==> src/rtl/sync_fifo.sv <==
// Single-clock show-ahead FIFO with occupancy count and sticky overflow.
// Ports:
//   i_clk, i_rst      clock, asynchronous active-low reset
//   i_push, i_wdata   write strobe and data
//   i_pop             pop request; ignored while empty
//   o_rdata           head entry (0 while empty)
//   o_full, o_empty   status flags derived from the count
//   o_count           occupancy, 0..DEPTH
//   o_overflow        sticky; a push was dropped because the FIFO was full
module sync_fifo #(
  parameter int unsigned WIDTH = 64,
  parameter int unsigned DEPTH = 8,
  localparam int unsigned PTR_W = $clog2(DEPTH),
  localparam int unsigned CNT_W = $clog2(DEPTH) + 1
) (
  input  logic             i_clk,
  input  logic             i_rst,
  input  logic             i_push,
  input  logic [WIDTH-1:0] i_wdata,
  input  logic             i_pop,
  output logic [WIDTH-1:0] o_rdata,
  output logic             o_full,
  output logic             o_empty,
  output logic [CNT_W-1:0] o_count,
  output logic             o_overflow
);

  logic [WIDTH-1:0] r_mem [DEPTH];
  logic [PTR_W-1:0] r_wr_ptr;
  logic [PTR_W-1:0] r_rd_ptr;
  logic [CNT_W-1:0] r_count;
  logic             r_overflow;

  logic w_full;
  logic w_empty;
  logic w_pop;
  logic w_push;
  logic w_drop;

  assign w_full  = (r_count == CNT_W'(DEPTH));
  assign w_empty = (r_count == '0);
  assign w_pop   = i_pop & ~w_empty;
  // A pop in the same cycle frees the slot, so a full FIFO still accepts.
  assign w_push  = i_push & (~w_full | w_pop);
  assign w_drop  = i_push & w_full & ~w_pop;

  // Storage needs no reset: the head is masked while empty.
  always_ff @(posedge i_clk) begin
    if (w_push) begin
      r_mem[r_wr_ptr] <= i_wdata;
    end
  end

  // Pointers wrap naturally since DEPTH is a power of two.
  always_ff @(posedge i_clk or negedge i_rst) begin
    if (!i_rst) begin
      r_wr_ptr   <= '0;
      r_rd_ptr   <= '0;
      r_count    <= '0;
      r_overflow <= 1'b0;
    end else begin
      if (w_push) begin
        r_wr_ptr <= r_wr_ptr + PTR_W'(1);
      end
      if (w_pop) begin
        r_rd_ptr <= r_rd_ptr + PTR_W'(1);
      end
      if (w_push && !w_pop) begin
        r_count <= r_count + CNT_W'(1);
      end else if (w_pop && !w_push) begin
        r_count <= r_count - CNT_W'(1);
      end
      if (w_drop) begin
        r_overflow <= 1'b1;
      end
    end
  end

  assign o_rdata    = w_empty ? '0 : r_mem[r_rd_ptr];
  assign o_full     = w_full;
  assign o_empty    = w_empty;
  assign o_count    = r_count;
  assign o_overflow = r_overflow;

endmodule

==> config.mk <==
export PLATFORM = sky130hd
export DESIGN_NAME = sync_fifo
export DESIGN_NICKNAME = d
export VERILOG_FILES = /design/src/rtl/sync_fifo.sv
export SDC_FILE = /design/constraint.sdc
export NUM_CORES = 1
export LEC_CHECK = 0
export BUFFER_PORTS_ARGS = -buffer_cell sky130_fd_sc_hd__buf_2
export CAP_MARGIN = 20
export CORE_ASPECT_RATIO = 1.4
export CORE_MARGIN = 4
export CORE_UTILIZATION = 30
export CTS_CLUSTER_SIZE = 28
export DETAILED_ROUTE_END_ITERATION = 6
export MAX_ROUTING_LAYER = met4
export PLACE_DENSITY_LB_ADDON = 0.3
export SKIP_CTS_REPAIR_TIMING = 1
export SYNTH_ARGS = -nofsm -noshare
export SYNTH_HDL_FRONTEND = slang
export SYNTH_SLANG_ARGS = --single-unit
export TNS_END_PERCENT = 5
==> constraint.sdc <==
create_clock -name i_clk -period 11.62 [get_ports i_clk]
set_clock_uncertainty 0.05 [all_clocks]
set_input_delay 2.324 -clock i_clk [delete_from_list [all_inputs] [get_ports i_clk]]
set_output_delay 2.324 -clock i_clk [all_outputs]
set_load 0.02 [all_outputs]
## Word level (Yosys, flattened, before mapping)

Memory sizes are Yosys's and may differ from the RTL's.
Index checks and enable logic that the tools add are counted.

| word-level totals | value |
|---|---|
| memories | 1 |
| latch bits | 0 |
| register bits | 11 |
| memory bits (writable) | 512 |
| output and inout port bits | 71 |
| ROM bits | 0 |
| word-level logic and storage cells | 29 |

Memories:

| name | words | bits a word | rd ports | clocked after memory_dff | wr ports | RTL line | RTL |
|---|---|---|---|---|---|---|---|
| r_mem | 8 | 64 | 1 | 0 | 1 | 28 | `logic [WIDTH-1:0] r_mem [DEPTH];` |

| cells by class | value |
|---|---|
| multiply operators | 0 |
| div/mod/pow operators | 0 |
| reductions and logical operators | 6 |
| shift-type cells | 0 |
| muxes and demuxes | 5 |
| bitwise logic cells | 8 |
| equality and inequality tests | 1 |
| add/subtract/negate cells | 4 |
| $lt $le $gt $ge | 0 |

Operators by type and width:

| cell | count |
|---|---|
| $mux W64 | 1 |
| $mux W4 | 2 |
| $add A3 B1 Y3 const B | 2 |
| $add A4 B1 Y4 const B | 1 |
| $and A1 B1 Y1 | 4 |
| $eq A4 B4 Y1 const B | 1 |
| $logic_not A4 Y1 | 1 |
| $sub A4 B1 Y4 const B | 1 |
| $not A1 Y1 | 3 |
| $logic_and A1 B1 Y1 | 2 |
| $logic_not A1 Y1 | 2 |
| $mux W1 | 2 |
| $reduce_bool A2 Y1 | 1 |
| $or A1 B1 Y1 | 1 |

## Depth between registers and ports, before layout

Gate-level depths: netlist of run 1.

| depth | value |
|---|---|
| depth in word-level cells | 9 |
| gate-level depth with buffers | 10 |
| gate-level depth less buffers | 9 |

## Worst setup path after synthesis of run 1

No wires, ideal clock.

| timing | value |
|---|---|
| path kind | in2reg |
| from | input port i_pop |
| to | memory r_mem[2][0], enable pin |
| path buffers | 0 |
| arrival | 9.023 ns |
| stages on the path | 2 |
| slack | 1.881 ns |
| library setup time | 0.667 ns |
| cell sequence | o21ai_4 nor4b_1 |

| between the ends | value |
|---|---|
| longest elaborated chain between the ends | 5 |

RTL lines:

| what | RTL line | RTL |
|---|---|---|
| start, declared | 20 | `input logic i_pop,` |
| $and A1 B1 Y1 | 42 | `assign w_pop = i_pop & ~w_empty;` |
| $or A1 B1 Y1 | 44 | `assign w_push = i_push & (~w_full \| w_pop);` |
| $and A1 B1 Y1 | 44 |  |
| $mux W1 | 49 | `if (w_push) begin` |
| $mux W1 (implied by the code) | 50 | `r_mem[r_wr_ptr] <= i_wdata;` |
| end, declared | 28 |  |

Every way passes these cells.

## Worst setup path in the final report of run 1

| timing | value |
|---|---|
| from | register r_rd_ptr[1] |
| to | output port o_rdata[8] |

| between the ends | value |
|---|---|
| longest elaborated chain between the ends | 2 |

RTL lines:

| what | RTL line | RTL |
|---|---|---|
| start, declared | 30 | `logic [PTR_W-1:0] r_rd_ptr;` |
| start signal, assigned | 66 | `r_rd_ptr <= r_rd_ptr + PTR_W'(1);` |
| $mem_v2 Z8 W64 | n/a |  |
| $mux W64 | 79 | `assign o_rdata = w_empty ? '0 : r_mem[r_rd_ptr];` |
| end, declared | 21 | `output logic [WIDTH-1:0] o_rdata,` |

Every way passes these cells.

==> results.cfg, run 1 <==
[worst_setup_path]
start_kind = flip-flop
critical_path_data_required_time_ns = 9.25
worst_setup_path_end_kind = primary output
crit_fanout = 55
worst-setup-path-type = flip-flop to primary output
timing.critical_path.arrival_ns = 3.81

[final_layout]
multi_input_combinational_cell_area_um2 = 3910
fin_nets = 1058
layout-area-overhead-vs-synth_pct = 17.0
ff_latch_area_um2 = 15700
layout-drive-gt1-share = 0.370
fillers = 6010

[clocking]
worstSkewPairLatency_ns = 0.57
cts-root-to-sink-buffers = 3
htreeDepth = 2
clk_pin_slew_worst_paths_ns = 0.06
tritoncts = done
cts_num_sinks = 523
clock_tree.root_cell = sky130_fd_sc_hd__clkbuf_16
cts_inserted_buffers = 51

[timing]
finalSetupViolCount = 0
fmaxAchievable_mhz = 162
final.period_utilization = 0.532
setup_total_negative_slack_ns = 0
maxSlewHeadroom = 0.384
period_minus_slack_ns = 6.18
setup_repair_after_global_routing_missed_its_margin = false
hold_viol = 0
worst_slack_ns = 5.44
worst-slew-pin-transition_ns = 0.925
slew_viol_final = 0

[floorplanning]
placementRows = 111
die_area_um2 = 70200
core_ar_um2 = 65400
initial_utilization = 0.302
die_w_um = 225
i_o_pin_total = 139
die_height_um = 312

[pwr]
intPower_mw = 4.17
power-per-cell-area_nw_per_um2 = 266
power_switching_share = 0.322
pwr-share-seq = 0.405
vdd.ir_drop.worst_mv = 0.155
power.share.combinational = 0.328
cellLeakagePower_nw = 7.50
clockPowerShare = 0.267
total_switching_power_mw = 1.98

[route]
drtIter0Drc = 438
detail_route.drc_violations = 0
finalWirelength_um = 44500
antenna_left = 0
detailroute.via_count = 8949
detail_route.first_pass.iterations = 4
routed_via_density = 4.79
route.detailed.wl_per_inst_um = 23.8

[yosys]
synth_top_area_frac = 0.777
asyncSetResetFlopFracSynth = 0.0210
synth-seq-cells = 523
yosys_most_used_dff = sky130_fd_sc_hd__edfxtp_1
yosys_warnings = 0
postSynthNetCount = 888
synth-edff-count = 512
syn_inst = 814
seq_area_frac_synth = 0.791
synth_area_per_cell_um2 = 24.3
synth.distinct_cells = 36
post-synth-top-area-cell = sky130_fd_sc_hd__edfxtp_1
netlist_area_um2 = 19800
synth.top_cells.by_area = sky130_fd_sc_hd__edfxtp_1 78%, sky130_fd_sc_hd__mux4_2 15%, sky130_fd_sc_hd__a22o_1 2.7%, sky130_fd_sc_hd__dfrtp_1 1.4%, sky130_fd_sc_hd__buf_8 0.46%

[global_route]
initial_antenna_violation_count = 7
grt.overflow.total = 0
global_route_wire_length_before_repair_um = 65800
groute.usage.overall = 0.129
grt_max_degree = 56
grt_pass1_vias = 9930

[worst_hold_path]
holdCritPathClass = flip-flop to flip-flop

[run_status]
run_status = completed

[place]
globalplace.congestion = 0.690
detailedPlacementHpwl_um = 24200
i_o_buffers = 138
post-place-ws_ns = 5.92

[job]
cap_viol_max_count = 0
-- worst paths after layout --
| path | start | endpoint | slack [ns] | cells after the start |
|---|---|---|---|---|
| setup reg to reg | o_count[0] | o_count[3] | 8.40 | 9 |
| setup / recovery | r_rd_ptr[1] | o_rdata[8] | 5.44 | 5 |
| min in group asynchronous | i_rst | o_overflow | 1.58 | 1 |
| hold / removal | o_overflow | o_overflow | 0.41 | 1 |
| hold reg to reg | o_overflow | o_overflow | 0.41 | 1 |
| max in group asynchronous | i_rst | r_rd_ptr[1] | 9.68 | 1 |
-- kinds of logic (layout without fill, tap and decap cells) --
group           count (synthesis)  in the layout  share of synthesized area
other cells                     0              7                          0
simple gates                   25             25                    0.00734
fa+ha+maj                       6              6                    0.00417
buf+inv                        48            248                     0.0143
flops                         523            523                      0.791
mux                           132            132                      0.148
compound gates                 74             74                     0.0326
xor+xnor                        6              6                    0.00266
-- cells in the mapped netlist (2+ instances only) --
| cell | n |
|---|---|
| sky130_fd_sc_hd__o211ai_1 | 4 |
| sky130_fd_sc_hd__a22o_1 | 60 |
| sky130_fd_sc_hd__nor3_1 | 4 |
| sky130_fd_sc_hd__nand2_1 | 4 |
| sky130_fd_sc_hd__clkbuf_1 | 21 |
| sky130_fd_sc_hd__mux4_2 | 128 |
| sky130_fd_sc_hd__buf_2 | 15 |
| sky130_fd_sc_hd__nand3_1 | 3 |
| sky130_fd_sc_hd__edfxtp_1 | 512 |
| sky130_fd_sc_hd__buf_8 | 6 |
| sky130_fd_sc_hd__dfrtp_1 | 11 |
| sky130_fd_sc_hd__inv_1 | 4 |
| sky130_fd_sc_hd__mux2_2 | 3 |
| sky130_fd_sc_hd__a22o_2 | 4 |
| sky130_fd_sc_hd__a21oi_1 | 2 |
| sky130_fd_sc_hd__xnor2_1 | 6 |
| sky130_fd_sc_hd__ha_1 | 5 |
| sky130_fd_sc_hd__nor2_1 | 4 |
-- flip-flops by register name, summed over array words and instances (netlist names) --
name and count:
r_wr_ptr 3, r_mem 512, o_count 4, r_rd_ptr 3, o_overflow 1
-- worst max-delay path: stages (launching register included) --
cell,delay [ns]
sky130_fd_sc_hd__dfrtp_4,0.74
sky130_fd_sc_hd__buf_4,0.68
sky130_fd_sc_hd__buf_4,0.76
sky130_fd_sc_hd__mux4_2,0.42
sky130_fd_sc_hd__a22o_1,0.29
sky130_fd_sc_hd__buf_2,0.18
-- cells in the final DEF (no fill, tap or decap), types with 2 or more instances in the layout --
| cell | count |
|---|---|
| sky130_fd_sc_hd__clkinv_1 | 9 |
| sky130_fd_sc_hd__nor2_4 | 3 |
| sky130_fd_sc_hd__inv_1 | 4 |
| sky130_fd_sc_hd__o211ai_1 | 4 |
| sky130_fd_sc_hd__buf_2 | 138 |
| sky130_fd_sc_hd__mux2_2 | 3 |
| sky130_fd_sc_hd__clkinv_2 | 3 |
| sky130_fd_sc_hd__dfrtp_4 | 2 |
| sky130_fd_sc_hd__a22o_1 | 60 |
| sky130_fd_sc_hd__clkinvlp_4 | 2 |
| sky130_fd_sc_hd__xnor2_1 | 6 |
| sky130_fd_sc_hd__bufinv_16 | 7 |
| sky130_fd_sc_hd__nor3_2 | 3 |
| sky130_fd_sc_hd__mux4_2 | 128 |
| sky130_fd_sc_hd__dfrtp_1 | 9 |
| sky130_fd_sc_hd__a21oi_1 | 2 |
| sky130_fd_sc_hd__nand3_1 | 3 |
| sky130_fd_sc_hd__buf_4 | 23 |
| sky130_fd_sc_hd__ha_1 | 5 |
| sky130_fd_sc_hd__nand2_1 | 4 |
| sky130_fd_sc_hd__clkbuf_16 | 53 |
| sky130_fd_sc_hd__clkbuf_1 | 9 |
| sky130_fd_sc_hd__diode_2 | 7 |
| sky130_fd_sc_hd__edfxtp_1 | 512 |
| sky130_fd_sc_hd__a22o_2 | 4 |
-- power by group through the flow --
stage	Sequential [mW]	Combinational [mW]	Clock, mW
finish	2.49	2.02	1.64
global route	2.52	2.17	1.77
CTS	2.50	2.10	1.70
detailed placement	2.54	2.09	0
global placement	2.52	2.09	0
floorplan	2.51	1.46	0
-- stage by stage --
step / cells / hold slack [ns] / power, mW / utilization / instance area (um2)
final: 1868 / 0.411 / 6.16 / 0.354 / 23200
after global routing: 1866 / 0.439 / 6.46 / 0.354 / 23100
after CTS: 1861 / 0.416 / 6.30 / 0.354 / 23100
after detailed placement: 1778 / 0.401 / 4.63 / 0.329 / 21500
after global placement: 1778 / 0.389 / 4.61 / 0.329 / 21500
after floorplan: 814 / 0.417 / 3.96 / - / 19800
-- final cells by class --
class	count	area share
Clock buffer	62	0.0587
Antenna cell	7	0.000757
Clock inverter	21	0.0118
Inverter	4	0.000648
Timing Repair Buffer	161	0.0373
Tap cell	847	0.0458
Multi-Input combinational cell	243	0.169
Sequential cell	523	0.676
-- routing by layer --
metal / track usage / routed length (um)
met5: - / 0
met4: 0.0352 / 1040
met3: 0.0237 / 1870
met2: 0.228 / 23800
met1: 0.151 / 17800
Power figures use the tool's default switching activity.
==> run 2, diff against run 1 <==
- ABC_AREA: not set -> 1
- clock period: 11.62 -> 5.8 ns (I/O delays scaled with it)
==> run 2 against run 1 <==
Sequential power is 100% higher. Critical path depth increased by 3. Worst setup slack got worse by 4.3 ns. Cell area is 14% higher. Sequential share of layout area shrank 8.3 points. Critical endpoint is now o_rdata[58].
==> results.cfg, run 2 <==
[worst_setup_path]
critPathMaxStageDelay_ns = 0.86
rr_startpoint = o_count[1]
worstPathBufferInverterCount = 3
worst_setup_path_end_kind = primary output
start_kind = flip-flop
timing.critical_path.arrival_ns = 3.48
crit_fanout = 127
critical_path_data_required_time_ns = 4.59
timing.critical_path.cells = inv_6 -> buf_4 -> nand2_1 -> nand3_1 -> nand3_1 -> nand2_1 -> nor2_1 -> buf_2
cell_family_with_the_largest_share_of_critical_path_delay = buffers and inverters
worst-setup-path-type = flip-flop to primary output
critPathSlowestCell = sky130_fd_sc_hd__inv_6
worst_setup_path_startpoint = r_rd_ptr[0]

[clocking]
clk_pin_slew_worst_paths_ns = 0.06
htreeDepth = 2
cts_inserted_buffers = 53
worstSkewPairLatency_ns = 0.59
cts_num_sinks = 523
clock_tree.root_cell = sky130_fd_sc_hd__clkbuf_16
cts-root-to-sink-buffers = 3
tritoncts = done

[place]
detailedPlacementHpwl_um = 28800
i_o_buffers = 138
globalplace.congestion = 0.750
place_inst = 3336

[route]
detail_route.drc_violations = 0
finalWirelength_um = 56100
antenna_left = 0
drtIter0Drc = 844
routed_via_density = 4.42
detail_route.first_pass.iterations = 5
detailroute.via_count = 15221
route.detailed.wl_per_inst_um = 16.3

[global_route]
grt_max_degree = 128
grt_pass1_vias = 14978
grt.overflow.total = 0
initial_antenna_violation_count = 14
groute.usage.overall = 0.139
global_route_wire_length_before_repair_um = 85900

[floorplanning]
die_area_um2 = 81700
die_height_um = 337
placementRows = 120
i_o_pin_total = 139
core_ar_um2 = 76400
die_w_um = 243
initial_utilization = 0.303

[timing]
worst_hold_slack_ns = 0.399
finalSetupViolCount = 0
fmaxAchievable_mhz = 213
final.period_utilization = 0.809
setup_total_negative_slack_ns = 0
slew_viol_final = 0
maxSlewHeadroom = 0.305
period_minus_slack_ns = 4.69
setup_repair_after_global_routing_missed_its_margin = false
worst-slew-pin-transition_ns = 1.04
hold_viol = 0

[yosys]
synth.top_cells.by_area = sky130_fd_sc_hd__edfxtp_1 66%, sky130_fd_sc_hd__nand2_1 11%, sky130_fd_sc_hd__inv_1 8.5%, sky130_fd_sc_hd__nand3_1 7.0%, sky130_fd_sc_hd__nor2_1 2.1%
postSynthNetCount = 2379
asyncSetResetFlopFracSynth = 0.0210
yosys_warnings = 0
netlist_area_um2 = 23100
synth-edff-count = 512
leading_post_synthesis_cells_by_instance_count = 667 x sky130_fd_sc_hd__nand2_1, 526 x sky130_fd_sc_hd__inv_1, 512 x sky130_fd_sc_hd__edfxtp_1
synth_top_area_frac = 0.664
seq_area_frac_synth = 0.676
synth-seq-cells = 523
post-synth-top-area-cell = sky130_fd_sc_hd__edfxtp_1
syn_inst = 2305
synth_area_per_cell_um2 = 10.0
yosys_most_used_dff = sky130_fd_sc_hd__edfxtp_1
top_count_cell_post_synth = sky130_fd_sc_hd__nand2_1
synth.distinct_cells = 22

[final_layout]
max_flop_register = r_mem
fin_nets = 2489
layout-area-overhead-vs-synth_pct = 14.2
layout_common_cells = 667 x sky130_fd_sc_hd__nand2_1, 525 x sky130_fd_sc_hd__inv_1, 512 x sky130_fd_sc_hd__edfxtp_1
number_of_flip_flops_in_the_largest_register = 512
layout-drive-gt1-share = 0.104
final_cells = 3447
mostFrequentLayoutCell = sky130_fd_sc_hd__nand2_1
final_util = 0.346

[pwr]
cellLeakagePower_nw = 11.9
power-per-cell-area_nw_per_um2 = 501
vdd.ir_drop.worst_mv = 0.308

[run_status]
run_status = completed

[job]
cap_viol_max_count = 0

[worst_hold_path]
holdCritPathClass = primary input to async pin
run 2: layout make-up:
cell class / count / area (um2)
Antenna cell: 15 / 37.5
Clock buffer: 64 / 1400
Clock inverter: 32 / 297
Fill cell: 7511 / 50000
Inverter: 527 / 1990
Multi-Input combinational cell: 1148 / 4880
Sequential cell: 523 / 15700
Tap cell: 976 / 1220
Timing Repair Buffer: 162 / 946
run 2: path summary, 6_finish.rpt:
kind,to,slack (ns),depth (start not counted)
max in group asynchronous,r_rd_ptr[2],5.04,1
min in group i_clk,o_overflow,0.42,1
hold reg to reg,o_overflow,0.42,1
setup reg to reg,o_count[3],2.91,12
setup / recovery,o_rdata[58],1.11,8
hold / removal,o_overflow,0.40,1
run 2: worst register-to-register path, cell delays in order, from the launching register on:
cell,delay [ns]
sky130_fd_sc_hd__dfrtp_1,0.44
sky130_fd_sc_hd__nor2_1,0.28
sky130_fd_sc_hd__nand4_1,0.20
sky130_fd_sc_hd__nand2_1,0.48
sky130_fd_sc_hd__inv_1,0.18
sky130_fd_sc_hd__ha_1,0.25
sky130_fd_sc_hd__inv_1,0.13
sky130_fd_sc_hd__ha_1,0.27
sky130_fd_sc_hd__or2_2,0.29
sky130_fd_sc_hd__nand2_1,0.07
sky130_fd_sc_hd__nand2_1,0.04
sky130_fd_sc_hd__nand3_1,0.06
sky130_fd_sc_hd__nand2_1,0.05
run 2: cell families after synthesis:
| family | count (synthesis) | synth area share |
|---|---|---|
| AO/OA/AOI/OAI | 5 | 0.00119 |
| AND/OR/NAND/NOR | 1132 | 0.202 |
| adder cells (fa/ha/maj) | 6 | 0.00357 |
| XOR/XNOR | 5 | 0.00189 |
| buffers and inverters | 634 | 0.115 |
| flip-flops | 523 | 0.676 |
run 2: power breakdown:
group	leakage, nW	total (mW)	internal, mW	switching, mW
sequential	4.78	4.97	4.67	0.305
clock	0.829	3.36	1.93	1.42
combinational	6.28	4.91	1.40	3.51
run 2: routing by layer:
metal / track usage / vias to the layer above / share of wire
met5: - / - / 0
met1: 0.164 / 7375 / 0.43
li1: - / 7453 / -
met3: 0.0306 / 91 / 0.053
met4: 0.0468 / 0 / 0.026
met2: 0.237 / 302 / 0.49
run 2: per-stage QoR:
stage	cell area [um2]	setup slack [ns]	total power, mW
floorplan	23100	-0.698	8.54
detailed placement	24700	1.66	10.1
finish	26400	1.11	13.2
global route	26400	0.800	14.1
global placement	24700	1.66	10.0
CTS	26400	0.977	13.5
